## src/rtl/perf_csr_snapshot_if.sv

```systemverilog
// CSR read/write channel between the performance snapshot block and the interconnect.
interface perf_csr_snapshot_if #(
  parameter int unsigned CW = 32
);
  localparam int unsigned AW = 4;

  logic          rd_req_valid;
  logic          rd_req_ready;
  logic [AW-1:0] rd_addr;
  logic          rd_resp_valid;
  logic          rd_resp_ready;
  logic [CW-1:0] rd_data;
  logic          rd_err;
  logic          wr_valid;
  logic [AW-1:0] wr_addr;
  logic [CW-1:0] wr_data;

  modport master (
    output rd_req_valid, rd_addr, rd_resp_ready, wr_valid, wr_addr, wr_data,
    input  rd_req_ready, rd_resp_valid, rd_data, rd_err
  );

  modport slave (
    input  rd_req_valid, rd_addr, rd_resp_ready, wr_valid, wr_addr, wr_data,
    output rd_req_ready, rd_resp_valid, rd_data, rd_err
  );
endinterface

```

## src/rtl/perf_csr_snapshot.sv

```systemverilog
// Shadow bank for the perf monitor counters, read through a 1-deep valid/ready CSR channel.
// A captured set stays frozen until software W1C-clears STATUS.valid; later runs flag overrun.
module perf_csr_snapshot #(
  parameter int unsigned COUNTER_WIDTH = 32,
  parameter int unsigned SEQ_WIDTH     = 8,
  parameter logic [31:0] BLOCK_ID      = 32'h50455246
) (
  input  logic                     clk,
  input  logic                     rst_n,
  input  logic                     measurement_done,
  input  logic [COUNTER_WIDTH-1:0] total_cycles_in,
  input  logic [COUNTER_WIDTH-1:0] active_cycles_in,
  input  logic [COUNTER_WIDTH-1:0] idle_cycles_in,
  input  logic [COUNTER_WIDTH-1:0] cache_hit_in,
  input  logic [COUNTER_WIDTH-1:0] cache_miss_in,
  input  logic [COUNTER_WIDTH-1:0] decode_in,
  perf_csr_snapshot_if.slave       csr,
  output logic                     snap_pending
);

  localparam int unsigned CW      = COUNTER_WIDTH;
  localparam int unsigned NUM_CNT = 6;
  localparam int unsigned SEQ_LSB = 8;

  typedef enum logic {
    R_IDLE = 1'b0,
    R_RESP = 1'b1
  } rstate_e;

  rstate_e                   state_q, state_d;
  logic [NUM_CNT-1:0][CW-1:0] shadow_q, shadow_d;
  logic [NUM_CNT-1:0][CW-1:0] counts_in;
  logic                      valid_q, valid_d;
  logic                      overrun_q, overrun_d;
  logic [SEQ_WIDTH-1:0]      seq_q, seq_d;
  logic [CW-1:0]             rd_data_q, rd_data_d;
  logic                      rd_err_q, rd_err_d;

  logic          status_wr;
  logic          clr_valid;
  logic          clr_overrun;
  logic          valid_eff;
  logic          req_accept;
  logic [CW-1:0] status_word;
  logic [CW-1:0] mux_data;
  logic          mux_err;
  logic          unused_wr_bits;

  assign counts_in = {decode_in, cache_miss_in, cache_hit_in,
                      idle_cycles_in, active_cycles_in, total_cycles_in};

  assign status_wr      = csr.wr_valid && (csr.wr_addr == 4'h0);
  assign clr_valid      = status_wr && csr.wr_data[0];
  assign clr_overrun    = status_wr && csr.wr_data[1];
  assign valid_eff      = valid_q && !clr_valid;
  assign unused_wr_bits = ^csr.wr_data[CW-1:2];

  // Capture: an acknowledge in the same cycle frees the bank for the incoming run.
  always_comb begin
    shadow_d  = shadow_q;
    valid_d   = valid_eff;
    overrun_d = overrun_q && !clr_overrun;
    seq_d     = seq_q;
    if (measurement_done) begin
      seq_d = seq_q + SEQ_WIDTH'(1);
      if (!valid_eff) begin
        shadow_d = counts_in;
        valid_d  = 1'b1;
      end else begin
        overrun_d = 1'b1;
      end
    end
  end

  always_comb begin
    status_word                         = '0;
    status_word[0]                      = valid_q;
    status_word[1]                      = overrun_q;
    status_word[SEQ_LSB +: SEQ_WIDTH]   = seq_q;
  end

  always_comb begin
    mux_data = '0;
    mux_err  = 1'b0;
    case (csr.rd_addr)
      4'h0:    mux_data = status_word;
      4'h1:    mux_data = shadow_q[0];
      4'h2:    mux_data = shadow_q[1];
      4'h3:    mux_data = shadow_q[2];
      4'h4:    mux_data = shadow_q[3];
      4'h5:    mux_data = shadow_q[4];
      4'h6:    mux_data = shadow_q[5];
      4'h7:    mux_data = CW'(BLOCK_ID);
      default: mux_err  = 1'b1;
    endcase
  end

  // Read FSM: state register
  always_ff @(posedge clk or negedge rst_n) begin
    if (!rst_n) state_q <= R_IDLE;
    else        state_q <= state_d;
  end

  // Read FSM: next state
  always_comb begin
    state_d = state_q;
    case (state_q)
      R_IDLE:  if (csr.rd_req_valid)  state_d = R_RESP;
      R_RESP:  if (csr.rd_resp_ready) state_d = R_IDLE;
      default: state_d = R_IDLE;
    endcase
  end

  // Read FSM: outputs decoded straight from the state flop
  always_comb begin
    csr.rd_req_ready  = 1'b0;
    csr.rd_resp_valid = 1'b0;
    case (state_q)
      R_IDLE:  csr.rd_req_ready  = 1'b1;
      R_RESP:  csr.rd_resp_valid = 1'b1;
      default: ;
    endcase
  end

  assign req_accept = (state_q == R_IDLE) && csr.rd_req_valid;

  // Response data is sampled from pre-edge state and held through the whole response.
  always_comb begin
    rd_data_d = rd_data_q;
    rd_err_d  = rd_err_q;
    if (req_accept) begin
      rd_data_d = mux_data;
      rd_err_d  = mux_err;
    end
  end

  always_ff @(posedge clk or negedge rst_n) begin
    if (!rst_n) begin
      shadow_q  <= '0;
      valid_q   <= 1'b0;
      overrun_q <= 1'b0;
      seq_q     <= '0;
      rd_data_q <= '0;
      rd_err_q  <= 1'b0;
    end else begin
      shadow_q  <= shadow_d;
      valid_q   <= valid_d;
      overrun_q <= overrun_d;
      seq_q     <= seq_d;
      rd_data_q <= rd_data_d;
      rd_err_q  <= rd_err_d;
    end
  end

  assign csr.rd_data = rd_data_q;
  assign csr.rd_err  = rd_err_q;
  assign snap_pending = valid_q;

endmodule
```

## src/flat_wrapper.sv

```systemverilog
// flat-port wrapper written by rule: the top's interface ports become plain ports
module perf_csr_snapshot_flat 
#(
  parameter int unsigned COUNTER_WIDTH = 32,
  parameter int unsigned SEQ_WIDTH     = 8,
  parameter logic [31:0] BLOCK_ID      = 32'h50455246
)
  (clk, rst_n, measurement_done, total_cycles_in, active_cycles_in, idle_cycles_in, cache_hit_in, cache_miss_in, decode_in, snap_pending, csr_rd_req_valid, csr_rd_addr, csr_rd_resp_ready, csr_wr_valid, csr_wr_addr, csr_wr_data, csr_rd_req_ready, csr_rd_resp_valid, csr_rd_data, csr_rd_err);
  perf_csr_snapshot_if csr_i ();
  input  logic clk;
  input  logic rst_n;
  input  logic measurement_done;
  input  logic [COUNTER_WIDTH-1:0] total_cycles_in;
  input  logic [COUNTER_WIDTH-1:0] active_cycles_in;
  input  logic [COUNTER_WIDTH-1:0] idle_cycles_in;
  input  logic [COUNTER_WIDTH-1:0] cache_hit_in;
  input  logic [COUNTER_WIDTH-1:0] cache_miss_in;
  input  logic [COUNTER_WIDTH-1:0] decode_in;
  output logic snap_pending;
  input wire logic [$bits(csr_i.rd_req_valid)-1:0] csr_rd_req_valid;
  input wire logic [$bits(csr_i.rd_addr)-1:0] csr_rd_addr;
  input wire logic [$bits(csr_i.rd_resp_ready)-1:0] csr_rd_resp_ready;
  input wire logic [$bits(csr_i.wr_valid)-1:0] csr_wr_valid;
  input wire logic [$bits(csr_i.wr_addr)-1:0] csr_wr_addr;
  input wire logic [$bits(csr_i.wr_data)-1:0] csr_wr_data;
  output wire logic [$bits(csr_i.rd_req_ready)-1:0] csr_rd_req_ready;
  output wire logic [$bits(csr_i.rd_resp_valid)-1:0] csr_rd_resp_valid;
  output wire logic [$bits(csr_i.rd_data)-1:0] csr_rd_data;
  output wire logic [$bits(csr_i.rd_err)-1:0] csr_rd_err;
  assign csr_i.rd_req_valid = csr_rd_req_valid;
  assign csr_i.rd_addr = csr_rd_addr;
  assign csr_i.rd_resp_ready = csr_rd_resp_ready;
  assign csr_i.wr_valid = csr_wr_valid;
  assign csr_i.wr_addr = csr_wr_addr;
  assign csr_i.wr_data = csr_wr_data;
  assign csr_rd_req_ready = csr_i.rd_req_ready;
  assign csr_rd_resp_valid = csr_i.rd_resp_valid;
  assign csr_rd_data = csr_i.rd_data;
  assign csr_rd_err = csr_i.rd_err;
  perf_csr_snapshot #(.COUNTER_WIDTH(COUNTER_WIDTH), .SEQ_WIDTH(SEQ_WIDTH), .BLOCK_ID(BLOCK_ID)) u_core (.clk(clk), .rst_n(rst_n), .measurement_done(measurement_done), .total_cycles_in(total_cycles_in), .active_cycles_in(active_cycles_in), .idle_cycles_in(idle_cycles_in), .cache_hit_in(cache_hit_in), .cache_miss_in(cache_miss_in), .decode_in(decode_in), .csr(csr_i), .snap_pending(snap_pending));
endmodule
```

## config.mk

```make
export PLATFORM = sky130hd
export DESIGN_NAME = perf_csr_snapshot_flat
export DESIGN_NICKNAME = d
export VERILOG_FILES = /design/src/rtl/perf_csr_snapshot_if.sv /design/src/rtl/perf_csr_snapshot.sv /design/src/flat_wrapper.sv
export SDC_FILE = /design/constraint.sdc
export NUM_CORES = 1
export LEC_CHECK = 0
export ABC_AREA = 1
export BUFFER_PORTS_ARGS = -buffer_cell sky130_fd_sc_hd__buf_2
export CAP_MARGIN = 20
export CORE_ASPECT_RATIO = 1.75
export CORE_MARGIN = 5
export CORE_UTILIZATION = 25
export DETAILED_ROUTE_END_ITERATION = 7
export GPL_TIMING_DRIVEN = 0
export RECOVER_POWER = 25
export SLEW_MARGIN = 20
export SYNTH_ARGS = -nofsm -noshare
export SYNTH_HDL_FRONTEND = slang
export SYNTH_SLANG_ARGS = --single-unit
export TNS_END_PERCENT = 30
```

## constraint.sdc

```tcl
create_clock -name clk -period 1.42 [get_ports clk]
set_clock_uncertainty 0.05 [all_clocks]
set_input_delay 0.142 -clock clk [delete_from_list [all_inputs] [get_ports clk]]
set_output_delay 0.142 -clock clk [all_outputs]
set_load 0.01 [all_outputs]
```

==> flow_metrics.env <==
export IMPL_grt_max_degree=98
export IMPL_clk_latency_ns=0.53
export IMPL_postPlaceCellArea_sq_um=13300
export IMPL_syn_inst=1494
export IMPL_fin_area_sq_um=16200
export IMPL_min_period_over_period=0.973
export IMPL_ir_drop_mv=0.651
export IMPL_cts_root_buf="clkbuf_16"
export IMPL_hold_viol=0
export IMPL_period_needed_ns=1.38
export IMPL_report_final_slew_viol_count=0
export IMPL_sw_frac_of_total=0.314
export IMPL_wl_met1_um=17500
export IMPL_arrival_ns=1.19
export IMPL_drc=0
export IMPL_cts_tree="built"
export IMPL_drtIter0Drc=734
export IMPL_setup_viol=0
export IMPL_r2r_start="u_core.state_q$_DFF_PN0_"
export IMPL_p_int_mw=13.5
export IMPL_rsz0062_at_grt="yes"
export IMPL_path_clk_slew_ns=0.07
export IMPL_utilization=0.361
export IMPL_dr_pass1_iters=7
export IMPL_cp_data_required_time_ns=1.23
export IMPL_hpwl_um=38000
export IMPL_cts_buffers=23
export IMPL_dr_max_layer_used="met4"
export IMPL_whs_ns=0.0635
export IMPL_hold_path_class="input pin to register"
export IMPL_path_max_fanout=3
export IMPL_critPathKind="register to output port"
export IMPL_coreArea_sq_um=44800
export IMPL_die_height_um=291
export IMPL_antenna_found_initial=5
export IMPL_synth_seq_cells=236
export IMPL_grt_pass1_vias=12488
export IMPL_gp_congestion=0.941
export IMPL_io_buffers=242
export IMPL_leakagePower_nw=8.82
export IMPL_p_switching_mw=6.19
export IMPL_final_nets=2201
export IMPL_grt_pass1_wl_um=73200
export IMPL_min_delay_start="measurement_done"
export IMPL_synthTopCellsByCount="nand2_1, nand3_1, dfrtp_1"
export IMPL_critPathLaunch="u_core.state_q$_DFF_PN0_"
export IMPL_io_pins=274
export IMPL_reg2reg_slack_ns=0.04
export IMPL_slew_headroom=0.541
export IMPL_worstSetupStartpointType="register"
export IMPL_initial_utilization=0.251
export IMPL_die_w_um=171
export IMPL_yosys_warnings=0
export IMPL_htree_num_levels=1
export IMPL_placementRows=103
export IMPL_netlist_area_sq_um=11300
export IMPL_cts_buffer_depth=3
export IMPL_via_count=11806
export IMPL_worst_slew_pin_slew_ns=0.688
export IMPL_track_usage=0.194
export IMPL_wl_met2_um=25300
export IMPL_synth_seq_area_share=0.524
export IMPL_syn_nets=1733
export IMPL_postRouteAntennaNets=0
export IMPL_areaGrowthSynthToFinish_pct=43.6
export IMPL_wl_met3_um=2190
export IMPL_powerDensity_nw_per_um2=1220
export IMPL_synth_most_common_cell="nand2_1"
export IMPL_cts_num_sinks=236
export IMPL_setup_worst_path_end_class="output port"
export IMPL_async_flop_share=1.00
export IMPL_ys_types=20
export IMPL_status="finished clean"
export IMPL_yosysTopAreaCellShare=0.524
export IMPL_routedWlPerCell_um=19.2
export IMPL_drive_gt1_frac=0.195
export IMPL_drt_wl_total_um=49200
export IMPL_grt_overflow_total=0
export IMPL_synth_edf_count=0
export IMPL_combinationalPowerShare=0.199
export IMPL_max_freq_mhz=724
export IMPL_routed_via_density=4.61
export IMPL_synth_avg_cell_area_sq_um=7.55
export IMPL_clock_power_share=0.309
export IMPL_synth_area_leaders="dfrtp_1, nand2_1, nand3_1"
export IMPL_seqPwrFrac=0.492
export IMPL_ys_flop_type="dfrtp_1"
export IMPL_die_area_sq_um=49600
export IMPL_synth_top_cell_by_area="dfrtp_1"
export IMPL_drv_cap=0
[layout make-up]
cell class / count / area, sq um
flip-flops and latches: 236 / 5910
clock buffers: 33 / 653
well taps: 577 / 722
plain buffers: 107 / 663
fillers: 4759 / 28700
multi-input cells: 1099 / 4720
inverters: 52 / 195
repair buffers: 443 / 3250
clock inverters: 8 / 71.3
diodes: 5 / 12.5
[path summary, 6_finish.rpt]
path	endpoint	depth (start not counted)
min in group asynchronous	u_core.shadow_q[5]$_DFFE_PN0P_	2
max	csr_rd_req_ready	2
min	u_core.seq_q[3]$_DFFE_PN0P_	3
max in group asynchronous	u_core.shadow_q[52]$_DFFE_PN0P_	3
min reg2reg	u_core.shadow_q[87]$_DFFE_PN0P_	2
max reg2reg	u_core.csr.rd_data[28]$_DFFE_PN0P_	6
[power by group through the flow]
stage                     clock [mW]  combinational (mW)  sequential [mW]
final                           6.10                3.92             9.70
after global routing            6.44                4.46             9.84
after CTS                       6.21                3.92             9.67
after detailed placement           0                3.45             9.76
after global placement             0                3.34             9.72
after floorplan                    0                2.01             9.40
[registers in the layout (all words and copies together), names as in the netlist]
| name | flops |
|---|---|
| u_core.csr.rd_data | 32 |
| u_core.csr.rd_err | 1 |
| u_core.overrun_q | 1 |
| u_core.seq_q | 8 |
| u_core.shadow_q | 192 |
| u_core.snap_pending | 1 |
| u_core.state_q | 1 |
[per-layer routing]
layer / vias up / track usage
li1: 5687 / -
met1: 5503 / 0.207
met2: 438 / 0.350
met3: 178 / 0.0179
met4: 0 / 0.142
met5: - / 0
[metrics by stage]
stage	worst slack [ns]	instances	power, mW	TNS [ns]
after floorplan	0.0815	1494	11.4	0
after global placement	-4.13	2313	13.1	-1061.84
after detailed placement	-0.748	2315	13.2	-98.14
after CTS	0.0000655	2555	19.8	0
after global routing	-0.0262	2560	20.8	-0.0263
final	0.0388	2560	19.7	0
[cells by family after synthesis]
logic type / Yosys count / synth area share
AOI/OAI and AO/OA: 2 / 0.000888
xor gates and xnor gates: 7 / 0.00544
adders and majority gates: 1 / 0.00111
buffers and inverters: 159 / 0.0645
DFF: 236 / 0.524
and+or+nand+nor: 1089 / 0.404
[cell usage in the layout, fill, tap and decap left out, types with 7 or more instances in the layout]
master	n
nand2_1	615
buf_2	277
nand3_2	7
clkbuf_16	23
inv_1	50
buf_4	31
dfrtp_1	235
nand3_1	349
clkbuf_1	24
clkbuf_2	8
dlygate4sd3_1	198
nor2_1	106
[worst max-delay path, stage by stage, from the launching register on]
cell and delay, ns:
dfrtp_1 0.39, inv_1 0.13, buf_2 0.15
[timing repair]
action	4_1_cts	5_1_grt
pin swaps	1	0
endpoints found under the setup margin	223	197
setup buffers	1	0
endpoints found under the hold margin	262	0
hold buffers	198	0
gates resized for setup	51	25
Note: power is estimated with default switching activity, not from simulation.
